[config.mk]
export PLATFORM = sky130hd
export DESIGN_NAME = duc_bank_core_tx_pack
export DESIGN_NICKNAME = d
export VERILOG_FILES = /design/src/rtl/duc_bank_core_tx_pack.sv
export SDC_FILE = /design/constraint.sdc
export NUM_CORES = 1
export LEC_CHECK = 0
export CAP_MARGIN = 20
export CORE_MARGIN = 2
export CORE_UTILIZATION = 45
export CTS_BUF_LIST = sky130_fd_sc_hd__clkbuf_8
export DETAILED_ROUTE_END_ITERATION = 6
export GPL_TIMING_DRIVEN = 0
export PLACE_DENSITY = 0.83
export SLEW_MARGIN = 40
export SYNTH_ARGS = -nofsm -noshare
export SYNTH_HDL_FRONTEND = slang
export SYNTH_SLANG_ARGS = --single-unit
[constraint.sdc]
create_clock -name clk -period 2.2 [get_ports clk]
set_input_delay 0.66 -clock clk [delete_from_list [all_inputs] [get_ports clk]]
set_output_delay 0.66 -clock clk [all_outputs]
set_load 0.05 [all_outputs]
[src/rtl/duc_bank_core_tx_pack.sv]
// rtl/duc_bank_core_tx_pack.sv - TX I/Q gain/saturate/pack stage into the DAC sample FIFO.
// Optional underrun bubble counter built only when TX_UNDERRUN_CNT_EN is defined.
module duc_bank_core_tx_pack #(
    parameter int IQ_DATA_WIDTH        = 16,
    parameter int C_S00_AXI_DATA_WIDTH = 32,
    parameter int DAC_PACK_DATA_WIDTH  = 64
) (
    input  logic                            clk,
    input  logic                            rst,
    input  logic [C_S00_AXI_DATA_WIDTH-1:0] cfg0,
    input  logic [IQ_DATA_WIDTH-1:0]        bw20_i0,
    input  logic [IQ_DATA_WIDTH-1:0]        bw20_q0,
    input  logic [IQ_DATA_WIDTH-1:0]        bw20_i1,
    input  logic [IQ_DATA_WIDTH-1:0]        bw20_q1,
    input  logic                            bw20_tvalid,
    output logic                            bw20_tready,
    input  logic                            iq_full_n,
    output logic [DAC_PACK_DATA_WIDTH-1:0]  iq_wr_data,
    output logic                            iq_wr_en,
    output logic                            tx_busy,
    output logic [15:0]                     underrun_cnt
);

    localparam int W  = IQ_DATA_WIDTH;
    localparam int EW = IQ_DATA_WIDTH + 4;
    localparam logic signed [EW-1:0] SAT_MAX = EW'(2 ** (W - 1) - 1);
    localparam logic signed [EW-1:0] SAT_MIN = ~SAT_MAX;

    typedef enum logic [1:0] {
        S_IDLE  = 2'd0,
        S_RUN   = 2'd1,
        S_DRAIN = 2'd2
    } state_t;

    state_t                         state;
    state_t                         state_nxt;
    logic                           go_run;
    logic [2:0]                     gain;
    logic                           v1;
    logic                           v2;
    logic                           ld1;
    logic                           ld2;
    logic [DAC_PACK_DATA_WIDTH-1:0] s1_data;
    logic                           cfg_unused;

    assign cfg_unused = ^cfg0[C_S00_AXI_DATA_WIDTH-1:4];

    // Four guard bits cover the largest shift (4), so the compare never wraps.
    function automatic logic [W-1:0] scale_sat(input logic [W-1:0] x, input logic [2:0] g);
        logic signed [EW-1:0] sh;
        sh = $signed({{4{x[W-1]}}, x}) <<< g;
        if (sh > SAT_MAX)
            return SAT_MAX[W-1:0];
        else if (sh < SAT_MIN)
            return SAT_MIN[W-1:0];
        else
            return sh[W-1:0];
    endfunction

    always_comb begin
        state_nxt = state;
        go_run    = 1'b0;
        case (state)
            S_IDLE: begin
                if (cfg0[0]) begin
                    state_nxt = S_RUN;
                    go_run    = 1'b1;
                end
            end
            S_RUN: begin
                if (!cfg0[0])
                    state_nxt = S_DRAIN;
            end
            S_DRAIN: begin
                if (cfg0[0])
                    state_nxt = S_RUN;
                else if (!v1 && !v2)
                    state_nxt = S_IDLE;
            end
            default: state_nxt = S_IDLE;
        endcase
    end

    assign ld2         = v1 & (~v2 | iq_full_n);
    assign bw20_tready = (state == S_RUN) & (~v1 | ld2);
    assign ld1         = bw20_tvalid & bw20_tready;
    assign iq_wr_en    = v2 & iq_full_n;
    assign tx_busy     = (state != S_IDLE);

    always_ff @(posedge clk) begin
        if (rst) begin
            state      <= S_IDLE;
            gain       <= 3'd0;
            v1         <= 1'b0;
            v2         <= 1'b0;
            s1_data    <= '0;
            iq_wr_data <= '0;
        end else begin
            state <= state_nxt;
            if (go_run)
                gain <= (cfg0[3:1] > 3'd4) ? 3'd4 : cfg0[3:1];
            if (ld1) begin
                v1      <= 1'b1;
                s1_data <= {scale_sat(bw20_q1, gain), scale_sat(bw20_i1, gain),
                            scale_sat(bw20_q0, gain), scale_sat(bw20_i0, gain)};
            end else if (ld2) begin
                v1 <= 1'b0;
            end
            if (ld2) begin
                v2         <= 1'b1;
                iq_wr_data <= s1_data;
            end else if (iq_wr_en) begin
                v2 <= 1'b0;
            end
        end
    end

`ifdef TX_UNDERRUN_CNT_EN
    logic        first_wr_seen;
    logic [15:0] ucnt;

    always_ff @(posedge clk) begin
        if (rst || go_run) begin
            first_wr_seen <= 1'b0;
            ucnt          <= 16'd0;
        end else begin
            if (iq_wr_en)
                first_wr_seen <= 1'b1;
            if ((state == S_RUN) && first_wr_seen && iq_full_n && !v2 && (ucnt != 16'hFFFF))
                ucnt <= ucnt + 16'd1;
        end
    end

    assign underrun_cnt = ucnt;
`else
    assign underrun_cnt = 16'd0;
`endif

endmodule

# --- Word-level counts from Yosys, hierarchy flattened ---
# Cells that the tools add are included.
# W data, S select, Z words.
classes:
  bitwise_logic: 8
  eq_ne: 5
  reduce_logical: 8
  order_cmp: 9
  n_mux: 20
  shift: 4
ops:
  columns: ["op", "count"]
  rows:
  - ["$mux W16", 8]
  - ["$gt A20 B16 Y1 const B", 4]
  - ["$lt A20 B16 Y1 const B", 4]
  - ["$sshl A16 B3 Y20", 4]
  - ["$mux W2", 4]
  - ["$mux W1", 6]
  - ["$pmux W2 S3", 1]
  - ["$reduce_bool A2 Y1", 3]
  - ["$and A1 B1 Y1", 4]
  - ["$ne A2 B2 Y1 const B", 2]
  - ["$gt A3 B3 Y1 const B", 1]
  - ["$mux W3", 1]
  - ["$ne A3 B3 Y1 const B", 1]
  - ["$reduce_and A3 Y1", 1]
  - ["$eq A2 B1 Y1 const B", 1]
  - ["$eq A2 B2 Y1 const B", 1]
  - ["$logic_not A1 Y1", 2]
  - ["$logic_not A2 Y1", 1]
  - ["$not A1 Y1", 2]
  - ["$or A1 B1 Y1", 2]
  - ["$logic_and A1 B1 Y1", 1]
totals:
  register_bits: 135
  in_bits: 100
  word_cells: 60

# --- Depth between registers and ports, before layout ---
# Gate-level depths: netlist of run 1.
logic_depth:
  word_depth: 7
  ltp_mapped: 11
  ltp_nobuf: 6

# --- Least setup slack after synthesis of run 1 ---
# No wires, ideal clock.
synth_path:
  path_type: "input-to-reg"
  startpoint: "input bw20_q0[12]"
  endpoint: "register s1_data[25]"
  arrival_ns: 2.126
  setup_time_ns: 0.140
  path_buffers: 1
  setup_slack_ns: -0.067
  path_stages: 7
  path_cell_list: "mux2_4 nand2b_1 a31o_1 or3_4 a21oi_4 buf_6 a211oi_2"
synth_between:
  elab_chain_len: 4
  elab_cells_between_ends: 5
  cone_classes: "2 x order compare; 1 x shift; 2 x mux"
synth_rtl:
  columns: ["element", "line_no", "source"]
  rows:
  - ["start: declaration", "12", "input logic [IQ_DATA_WIDTH-1:0] bw20_q0,"]
  - ["$sshl A16 B3 Y20 *", "51", "sh = $signed({{4{x[W-1]}}, x}) <<< g;"]
  - ["$lt A20 B16 Y1", "54", "else if (sh < SAT_MIN)"]
  - ["$mux W16", "54", null]
  - ["$mux W16 *", "52", "if (sh > SAT_MAX)"]
  - ["end signal: assignment", "104", "s1_data <= {scale_sat(bw20_q1, gain), scale_sat(bw20_i1, gain),"]
  - ["end: declaration", "43", "logic [DAC_PACK_DATA_WIDTH-1:0] s1_data;"]
# Every way passes the cells marked *; elsewhere a longest branch is shown, timed or not.
# A chain may end at the register's enable or synchronous reset.

# --- Final worst setup path of run 1 ---
layout_path:
  startpoint: "input bw20_q0[12]"
  endpoint: "register s1_data[24]"
# The elaborated chain is that of the path after synthesis.

==> flow_summary_export.csv, run 1 <==
group,metric,value,unit
run_status,status,"finished with violations",
run_status,failed_checks,"negative setup slack",
clocking,cts-root-buf,"clkbuf_8",
logic_synthesis,synth-adder-area-share,0,%
logic_synthesis,synth-seq-cells,135,
setup_path,reg2reg_from,"gain[0]",
sta,timing.final.crit_share,100.3,%
global_routing,antenna_found_initial,1,
logic_synthesis,synth-compound-area-share,18.98,%
floorplan,fp.dieH,135.3,um
logic_synthesis,synth-main-ff-cell,"dfxtp_1",
setup_path,criticalPathCategory,"input pin to flop",
sta,slew_violations,0,
sta,max_freq,453.0,MHz
clocking,cts_tree,"built",
setup_path,r2r-end,"s1_data[61]",
setup_path,crit_arrival,2.54,ns
detailed_routing,routed_via_density,5.627,
sta,hold_ws,0.4493,ns
clocking,cts_buffers,17,
setup_path,crit_fanout,5,
floorplan,initial_core_util,45.49,%
logic_synthesis,synth_largest_area_cell,"dfxtp_1",
logic_synthesis,synth_top_area_share,34.83,%
finish,nets,1236,
sta,setup_slack,-0.007507,ns
setup_path,slowest_stage,"or3_4",
logic_synthesis,yosysSeqAreaShare,34.83,%
pwr,p_total,6.285,mW
sta,fin_crit,2.208,ns
logic_synthesis,synth.area.top_cells,"dfxtp_1, nand2_1, mux2i_1",
finish,layout-drive-gt1-share,23.50,%
logic_synthesis,synth_xor_area_share,0,%
floorplan,die_w,135.3,um
setup_path,r2r_setup_slack,0.01,ns
sta,skew,0.01844,ns
logic_synthesis,syn_inst,941,
detailed_routing,dr_total_vias,7732,
detailed_routing,wl_per_cell,18.43,um
setup_path,reg2regPathDepth,8,
logic_synthesis,syn_area,7759,um2
flow_run,maxCapViolations,0,
floorplan,pin_count,183,
sta,rsz0062_at_grt,"yes",
place,dp_worst_setup_slack,-0.8142,ns
global_routing,grt_pass1_wl,37.38,mm
setup_path,crit_chain,"dlygate4sd2_1 > mux2_4 > mux2i_2 > a31oi_1 > or3_4 > a21oi_4 > bufbuf_16 > a211oi_2",
sta,relSlewSlack,50.70,%
logic_synthesis,ys_async_sr_fraction,0,%
global_routing,grt_start_max_net_pins,17,
sta,worst_pin_slew,0.7395,ns
sta,setup_viol,1,
global_routing,grt_overflow,0,
pwr,powerDensity,598.5,nW/um2
finish,num_antenna_cells,0,
worst_hold_path,hold_path_class,"flop to flop",
place,routabilityCongestion,0.9554,
logic_synthesis,synthMuxAreaShare,15.66,%
pwr,ir_worst_vdd,404.4,uV
pwr,p_leak,4.055,nW
floorplan,core,17060,um2
logic_synthesis,ys_warn_count,0,
clocking,cts.sinks,135,
global_routing,grtUsageTotal,26.63,%
place,hpwl,17.77,mm
floorplan,die_area,18310,um2
worst_hold_path,min_from,"s1_data[30]",
detailed_routing,firstDrtPassIters,6,
setup_path,slowest_delay,0.42,ns
logic_synthesis,synth_top_family_by_area,"simple AND/OR/NAND/NOR gates",
setup_path,worst_setup_path_end_kind,"flop",
logic_synthesis,postSynthAreaPerCell,8.245,um2
clocking,clk_latency,0.48,ns
logic_synthesis,synth-edff-count,0,
detailed_routing,remaining_drc_errors,0,
detailed_routing,wl,25.32,mm
setup_path,critPathRequiredTime,2.53,ns
clocking,htree_levels,4,
clocking,clk_pin_slew_worst_paths,0.08,ns
clocking,hold_buffers,0,
setup_path,crit_path_start_kind,"input pin",
logic_synthesis,yosys.area_share.simple,22.90,%
logic_synthesis,synth_cell_type_count,60,
clocking,cts_buffer_depth,2,
global_routing,grt_pass1_vias,7226,
floorplan,rows,48,
detailed_routing,drt_iter0_drc,811,
finish,syn_to_final_growth,35.35,%
worst_hold_path,worstHoldPathCells,2,
detailed_routing,drt.antenna.violating_nets,0,
worst_hold_path,min_to,"iq_wr_data[30]",
sta,hold_viol,0,
place,portBuffers,137,
-- cells by family after synthesis --
kind of cell,after synthesis
simple gates,386
mux,103
flops,135
compound gates,219
buf+inv,97
other cells,1
-- worst max path at each step --
stage           startpoint     endpoint  cells past startpoint  slack (ns)
6_report       bw20_q0[12]  s1_data[24]                      8      -0.008
5_1_grt            gain[0]  s1_data[46]                      9       -0.08
4_1_cts            gain[1]  s1_data[27]                      8       0.005
3_5_place_dp     iq_full_n  s1_data[31]                      7       -0.81
3_3_place_gp     iq_full_n  s1_data[62]                      7       -0.75
2_1_floorplan  bw20_i0[12]  s1_data[11]                      7       0.002
-- stage by stage --
stage          instances  instance area [um2]  utilization (%)   TNS (ns)
2_1_floorplan        956                 7829                -          0
3_3_place_gp        1318                 9482            55.59     -72.82
5_1_grt             1374                10500            61.57    -0.4892
6_report            1374                10500            61.57  -0.007507
3_5_place_dp        1318                 9492            55.65     -77.92
4_1_cts             1363                10120            59.33          0
-- what timing repair did --
action                     CTS  global route
gates resized for setup    154            64
gates cloned                 4             3
setup buffers               10             8
pin swaps                   11            15
setup endpoints to repair  190            56
-- sequential cells by signal, indices dropped and copies added, names as in the netlist --
signal and count:
v1 1, iq_wr_data 64, gain 3, s1_data 64, v2 1, state 2
-- cell usage after synthesis (6+ instances only) --
cell      instances
mux4_2            6
nand2_1         206
o21ai_0          21
a21oi_1         110
clkbuf_1         43
dfxtp_1         135
o21ai_1           7
nor3_2           31
nor3_1           23
buf_6            16
buf_4            17
nor2_1           88
buf_2            10
mux2i_1          72
a21oi_2          21
a211oi_1         14
a211oi_2         11
mux2_2           16
nor2b_1           8
-- area by class of cell --
| class | count | area (um2) |
|---|---|---|
| repair buffers | 162 | 1550 |
| flip-flops and latches | 135 | 2710 |
| well taps | 225 | 281.5 |
| clock inverters | 15 | 212.7 |
| clock buffers | 17 | 234.0 |
| inverters | 6 | 30.03 |
| fillers | 1480 | 6555 |
| plain buffers | 90 | 665.6 |
| multi-input cells | 724 | 4817 |
-- worst max-delay path, delay by kind of cell --
kind / cells / cell delay (ns)
buf+inv: 2 / 0.58
mux: 2 / 0.52
simple gates: 1 / 0.42
compound gates: 3 / 0.37
-- placed cells by master, fill, tap and decap left out, types with 11 or more instances in the layout --
| cell type | netlist | layout |
|---|---|---|
| clkdlybuf4s50_1 | 0 | 45 |
| mux2_2 | 16 | 15 |
| a211oi_2 | 11 | 11 |
| conb_1 | 1 | 16 |
| buf_4 | 17 | 36 |
| a21oi_2 | 21 | 27 |
| mux2i_1 | 72 | 59 |
| nor3_1 | 23 | 19 |
| dlygate4sd2_1 | 0 | 85 |
| dfxtp_1 | 135 | 133 |
| clkbuf_1 | 43 | 34 |
| nor2_1 | 88 | 86 |
| a21oi_1 | 110 | 98 |
| nand2_1 | 206 | 206 |
| a211oi_1 | 14 | 14 |
| o21ai_0 | 21 | 20 |
| buf_6 | 16 | 14 |
| clkbuf_8 | 0 | 17 |
| nor3_2 | 31 | 31 |
-- routing by layer --
layer / vias to the layer above / GRT usage [%] / routed length, um
met5: - / 0 / 5
met4: 2 / 13.31 / 1217
met3: 102 / 6.659 / 2503
met2: 461 / 42.64 / 11510
met1: 3541 / 33.46 / 10090
li1: 3626 / - / -
-- power breakdown --
part	switching [mW]	internal, mW	leakage [nW]
Clock	1.08	1.26	0.215
Sequential	0.0451	2.52	1.10
Combinational	0.826	0.560	2.74
(Power assumes the default switching activity.)
==> run 2: changes to the inputs <==
--- a/config.mk
+++ b/config.mk
@@ -5,13 +5,14 @@
 export SDC_FILE = /design/constraint.sdc
 export NUM_CORES = 1
 export LEC_CHECK = 0
+export ABC_AREA = 1
 export CAP_MARGIN = 20
-export CORE_MARGIN = 2
-export CORE_UTILIZATION = 45
+export CORE_MARGIN = 3
+export CORE_UTILIZATION = 47
 export CTS_BUF_LIST = sky130_fd_sc_hd__clkbuf_8
 export DETAILED_ROUTE_END_ITERATION = 6
 export GPL_TIMING_DRIVEN = 0
-export PLACE_DENSITY = 0.83
+export PLACE_DENSITY = 0.86
 export SLEW_MARGIN = 40
 export SYNTH_ARGS = -nofsm -noshare
 export SYNTH_HDL_FRONTEND = slang
==> run 2 against run 1 <==
Compared with the run above: the run ends with design-rule violations left; first-iteration DRC count rose by 26%; register-to-register slack improved by 0.096 ns; critical endpoint unchanged; total power rose by 4.3%; critical path type is now flop to flop; final cell count rose by 17%.
==> flow_summary_export.csv, run 2 <==
group,metric,value,unit
run_status,status,"finished with violations",
run_status,failed_checks,"design-rule violations",
detailed_routing,routed_via_density,5.490,
sta,relSlewSlack,54.41,%
worst_hold_path,hold_path_class,"flop to flop",
global_routing,grt_pass1_wl,42.05,mm
global_routing,grt_start_max_net_pins,17,
finish,layout-drive-gt1-share,14.85,%
sta,skew,0.01849,ns
setup_path,crit_chain,"buf_2 > buf_2 > buf_1 > nand2_1 > o21ai_0 > nand2_1 > a21oi_2",
logic_synthesis,synth_cell_type_count,34,
logic_synthesis,ys_async_sr_fraction,0,%
sta,worst_pin_slew,0.6839,ns
setup_path,slowest_delay,0.47,ns
clocking,clk_latency,0.44,ns
sta,slew_violations,0,
finish,final_common_cell,"nand2_1",
place,routabilityCongestion,0.9691,
logic_synthesis,syn_area,7930,um2
sta,rsz0062_at_grt,"no",
setup_path,criticalPathCategory,"flop to flop",
global_routing,grt_pass1_vias,8060,
sta,tns,0,ns
logic_synthesis,synth_top_area_share,34.08,%
logic_synthesis,synth.most_common_cell,"nand2_1",
logic_synthesis,synth.area.top_cells,"dfxtp_1, nand2_1, o21ai_0",
sta,hold_viol,0,
sta,setup_slack,0.1064,ns
floorplan,core,16170,um2
global_routing,grtUsageTotal,28.96,%
floorplan,pin_count,183,
pwr,powerDensity,654.6,nW/um2
place,portBuffers,137,
sta,hold_ws,0.4683,ns
sta,max_freq,477.7,MHz
setup_path,critPathRequiredTime,2.57,ns
place,hpwl,20.23,mm
detailed_routing,firstDrtPassIters,7,
finish,reg_top3,"iq_wr_data (64), s1_data (64), gain (3)",
clocking,clk_pin_slew_worst_paths,0.09,ns
logic_synthesis,synth-seq-cells,135,
setup_path,crit_arrival,2.47,ns
floorplan,fp.dieH,135.9,um
clocking,cts_buffer_depth,2,
setup_path,path_delay_family,"buffers and inverters",
sta,timing.final.crit_share,95.16,%
finish,final_cells,1603,
logic_synthesis,yosysSeqAreaShare,34.08,%
detailed_routing,dr_total_vias,8800,
sta,fin_crit,2.094,ns
setup_path,crit_path_start_kind,"flop",
floorplan,initial_core_util,49.03,%
pwr,p_leak,4.648,nW
finish,nets,1474,
floorplan,die_w,135.9,um
place,placedCellCount,1569,
logic_synthesis,synth_largest_area_cell,"dfxtp_1",
clocking,cts-root-buf,"clkbuf_8",
finish,layout_common_cells,"nand2_1, o21ai_0, nor2_1",
logic_synthesis,syn_inst,1201,
finish,syn_to_final_growth,26.27,%
setup_path,cp.buffers_inverters,3,
setup_path,crit_fanout,10,
detailed_routing,wl,26.87,mm
logic_synthesis,synth_commonest_cells,"nand2_1, o21ai_0, nor2_1",
detailed_routing,drt_iter0_drc,1024,
logic_synthesis,ys_warn_count,0,
detailed_routing,remaining_drc_errors,15,
pwr,ir_worst_vdd,367.0,uV
clocking,hold_buffers,0,
floorplan,rows,46,
finish,finish.utilization,61.91,%
setup_path,slowest_stage,"buf_1",
finish,num_antenna_cells,0,
flow_run,maxCapViolations,0,
clocking,cts_buffers,17,
clocking,cts_tree,"built",
clocking,htree_levels,4,
sta,setup_viol,0,
global_routing,antenna_found_initial,0,
clocking,cts.sinks,135,
setup_path,worst_setup_path_end_kind,"flop",
detailed_routing,drt.antenna.violating_nets,0,
logic_synthesis,synth-main-ff-cell,"dfxtp_1",
logic_synthesis,synth-edff-count,0,
logic_synthesis,postSynthAreaPerCell,6.603,um2
floorplan,die_area,18470,um2
detailed_routing,wl_per_cell,16.76,um
global_routing,grt_overflow,0,
place,dp_worst_setup_slack,-0.8319,ns
[run 2: cell types whose count changed after synthesis, moves of 19 or more]
cell	previous run	this run
o21ai_0	21	184
nand3_1	5	105
nor2_1	88	158
nand2_2	1	31
nand2_1	206	320
mux2i_1	72	11
a21oi_1	110	28
nor3_1	23	1
inv_1	5	40
a21oi_2	21	40
nor3_2	31	0
[run 2: worst paths after layout]
kind / start / endpoint / slack (ns) / cells after the start
worst max-delay path: gain[2] / s1_data[24] / 0.11 / 7
worst min-delay path: s1_data[0] / iq_wr_data[0] / 0.47 / 2
worst max register to register: gain[2] / s1_data[24] / 0.11 / 7
worst min register to register: s1_data[0] / iq_wr_data[0] / 0.47 / 2
[run 2: kinds of logic after synthesis]
logic type             share of synthesized area [%]
buffers and inverters                          10.30
AND/OR/NAND/NOR                                34.38
multiplexers                                   1.389
flip-flops                                     34.08
other                                        0.04729
AO/OA/AOI/OAI                                  19.80
[run 2: power breakdown]
part	switching, mW	internal, mW
Clock	1.01	1.29
Sequential	0.0549	2.55
Combinational	1.10	0.547
[run 2: per-stage QoR]
step,cell area (um2),power [mW]
6_report,10010,6.554
5_1_grt,10010,6.808
4_1_cts,9988,6.521
3_5_place_dp,9628,4.287
3_3_place_gp,9628,4.269
2_1_floorplan,7986,3.759
[run 2: what timing repair did]
| item | in CTS | in global routing |
|---|---|---|
| resized for setup | 82 | 8 |
| pin swaps | 0 | 1 |
| setup buffers | 0 | 2 |
| endpoints found under the setup margin | 106 | 64 |
[run 2: layout make-up]
cell class,instances,area (um2)
Sequential cell,135,2703
Fill cell,1522,6160
Clock inverter,13,178.9
Buffer,103,655.6
Tap cell,216,270.3
Inverter,43,172.7
Multi-Input combinational cell,935,4472
Clock buffer,19,261.5
Timing Repair Buffer,139,1300
[run 2: layer usage]
layer  vias up  routed length (um)  track usage, %
met4         0                 852           10.58
met5         -                   0               0
met1      3913               10850           39.21
met2       566               12140           46.16
li1       4236                   -               -
met3        85                3029           5.514
[run 2: worst register-to-register path, delay by kind of cell, from the launching register on]
family,cells,cell delay (ns)
flops,1,0.40
simple gates,2,0.25
buf+inv,3,1.10
compound gates,2,0.28
==> run 3: changes to the inputs <==
--- a/config.mk
+++ b/config.mk
@@ -8,11 +8,12 @@
 export ABC_AREA = 1
 export CAP_MARGIN = 20
 export CORE_MARGIN = 3
-export CORE_UTILIZATION = 47
+export CORE_UTILIZATION = 52
 export CTS_BUF_LIST = sky130_fd_sc_hd__clkbuf_8
 export DETAILED_ROUTE_END_ITERATION = 6
 export GPL_TIMING_DRIVEN = 0
-export PLACE_DENSITY = 0.86
+export PLACE_DENSITY = 0.9
+export RECOVER_POWER = 100
 export SLEW_MARGIN = 40
 export SYNTH_ARGS = -nofsm -noshare
 export SYNTH_HDL_FRONTEND = slang
==> constraint.sdc (replaced) <==
create_clock -name clk -period 2.3 [get_ports clk]
set_input_delay 0.69 -clock clk [delete_from_list [all_inputs] [get_ports clk]]
set_output_delay 0.69 -clock clk [all_outputs]
set_load 0.05 [all_outputs]
==> run 3 against run 2 <==
Compared with the run above: the flow now finishes without violations; first-iteration DRC count up 3.4%; clock skew down 0.0025 ns; combinational power down 5%; count of clock-buffer cells in the layout up 1; sequential cell count unchanged; worst setup slack worse by 0.045 ns; sequential share of layout area up 0.54 points.
==> flow_summary_export.csv, run 3 (same netlist as run 2, synthesis figures left out) <==
group,metric,value,unit
detailed_routing,wl,26.66,mm
finish,final_common_cell,"nand2_1",
sta,fin_crit,2.239,ns
finish,nets,1472,
sta,setup_viol,0,
clocking,postCtsSetupBuffers,0,
sta,tns,0,ns
sta,skew,0.01598,ns
floorplan,pin_count,183,
setup_path,crit_path_start_kind,"flop",
pwr,p_leak,4.518,nW
sta,timing.final.crit_share,97.34,%
place,routabilityCongestion,1.029,
detailed_routing,routed_via_density,5.564,
clocking,clk_latency,0.47,ns
finish,layout-drive-gt1-share,13.57,%
place,placed_cell_area,9588,um2
pwr,ir_worst_vdd,376.5,uV
sta,setup_slack,0.06107,ns
sta,hold_viol,0,
detailed_routing,remaining_drc_errors,0,
global_routing,grt_pass1_wl,41.26,mm
global_routing,grt_overflow,0,
run_status,status,"finished, final reports clean",
sta,rsz0062_at_grt,"no",
pwr,seq_power_share,40.2,%
flow_run,maxCapViolations,0,
clocking,cts-root-buf,"clkbuf_8",
clocking,cts_buffer_depth,2,
setup_path,crit_arrival,2.65,ns
pwr,p_total,6.198,mW
global_routing,grt_pass1_vias,8032,
global_routing,grtUsageTotal,31.47,%
detailed_routing,firstDrtPassIters,7,
worst_hold_path,hold_path_class,"flop to flop",
clocking,clk_pin_slew_worst_paths,0.08,ns
finish,layout_common_cells,"nand2_1, o21ai_0, nor2_1",
place,portBuffers,137,
floorplan,initial_core_util,53.95,%
global_routing,antenna_found_initial,0,
pwr,netSwitchingFraction,33.45,%
sta,worst_pin_slew,0.7167,ns
pwr,powerDensity,631.3,nW/um2
pwr,p_switching,2.073,mW
place,dp_worst_setup_slack,-0.6789,ns
detailed_routing,drt.antenna.violating_nets,0,
setup_path,crit_start,"gain[2]",
detailed_routing,wl_per_cell,16.99,um
setup_path,critPathRequiredTime,2.71,ns
setup_path,crit_fanout,10,
floorplan,fp.dieH,129.5,um
worst_hold_path,min_from,"iq_wr_data[21]",
floorplan,rows,44,
sta,slew_violations,0,
floorplan,die_area,16770,um2
detailed_routing,dr_total_vias,8730,
sta,relSlewSlack,52.22,%
setup_path,reg2reg_from,"gain[2]",
floorplan,die_w,129.5,um
clocking,cts.sinks,135,
finish,reg_top3,"iq_wr_data (64), s1_data (64), gain (3)",
setup_path,criticalPathCategory,"flop to flop",
place,placedCellCount,1537,
sta,max_freq,446.6,MHz
place,hpwl,20.27,mm
global_routing,grt_start_max_net_pins,17,
clocking,cts_tree,"built",
floorplan,core,14700,um2
finish,syn_to_final_growth,23.81,%
clocking,htree_levels,4,
finish,num_antenna_cells,0,
pwr,p_comb_share,25.2,%
pwr,clkPwrFrac,34.6,%
finish,final_cell_area,9818,um2
detailed_routing,drt_iter0_drc,1059,
setup_path,worst_setup_path_end_kind,"flop",
pwr,p_int,4.124,mW
finish,final_cells,1569,
clocking,cts_buffers,17,
finish,fill_cells,1354,
==> run 3: final timing paths <==
| path | endpoint | slack [ns] | cells past startpoint |
|---|---|---|---|
| worst min-delay path | iq_wr_data[21] | 0.48 | 2 |
| worst max register to register | s1_data[58] | 0.06 | 7 |
| worst max-delay path | s1_data[58] | 0.06 | 7 |
| worst min register to register | iq_wr_data[21] | 0.48 | 2 |
==> run 3: routing by layer <==
| layer | track usage (%) | vias up | part of all wire, % |
|---|---|---|---|
| met5 | 0 | - | 0 |
| met4 | 12.53 | 0 | 3.3 |
| met3 | 6.595 | 79 | 9.3 |
| met2 | 52.96 | 481 | 47 |
| met1 | 39.53 | 3935 | 41 |
| li1 | - | 4235 | - |
==> run 3: area by class of cell <==
class	instances	area [um2]	share of cell area, %
Sequential cell	135	2703	27.53
Clock buffer	20	275.3	2.804
Timing Repair Buffer	137	1217	12.40
Tap cell	184	230.2	2.345
Buffer	103	638.1	6.499
Multi-Input combinational cell	935	4420	45.02
Clock inverter	12	165.2	1.682
Inverter	43	168.9	1.720
==> run 3: critical path: stages, from the launching register on <==
cell and delay, ns:
dfxtp_1 0.37, clkbuf_2 0.30, clkbuf_2 0.42, buf_1 0.52
nand3_1 0.14, o21ai_0 0.14, nand2_1 0.13, a21oi_2 0.14
==> run 3: repair_timing <==
| action | 4_1_cts | 5_1_grt |
|---|---|---|
| setup endpoints to repair | 57 | 60 |
| hold buffers | 0 | 0 |
| resized for setup | 65 | 21 |
| endpoints found under the hold margin | 0 | 0 |
==> run 3: power groups by stage <==
stage | Combinational, mW | Clock (mW) | Sequential (mW)
after detailed placement | 1.56 | 0 | 2.55
after CTS | 1.55 | 2.14 | 2.49
after global routing | 1.69 | 2.24 | 2.50
final | 1.56 | 2.14 | 2.49
after global placement | 1.54 | 0 | 2.54
after floorplan | 0.925 | 0 | 2.67
==> run 3: through the flow <==
step                utilization [%]  hold WS [ns]
finish                        66.79        0.4830
global route                  66.79        0.5028
CTS                           67.76        0.4814
detailed placement            65.23        0.4694
global placement              65.23        0.4616
floorplan                         -        0.4297
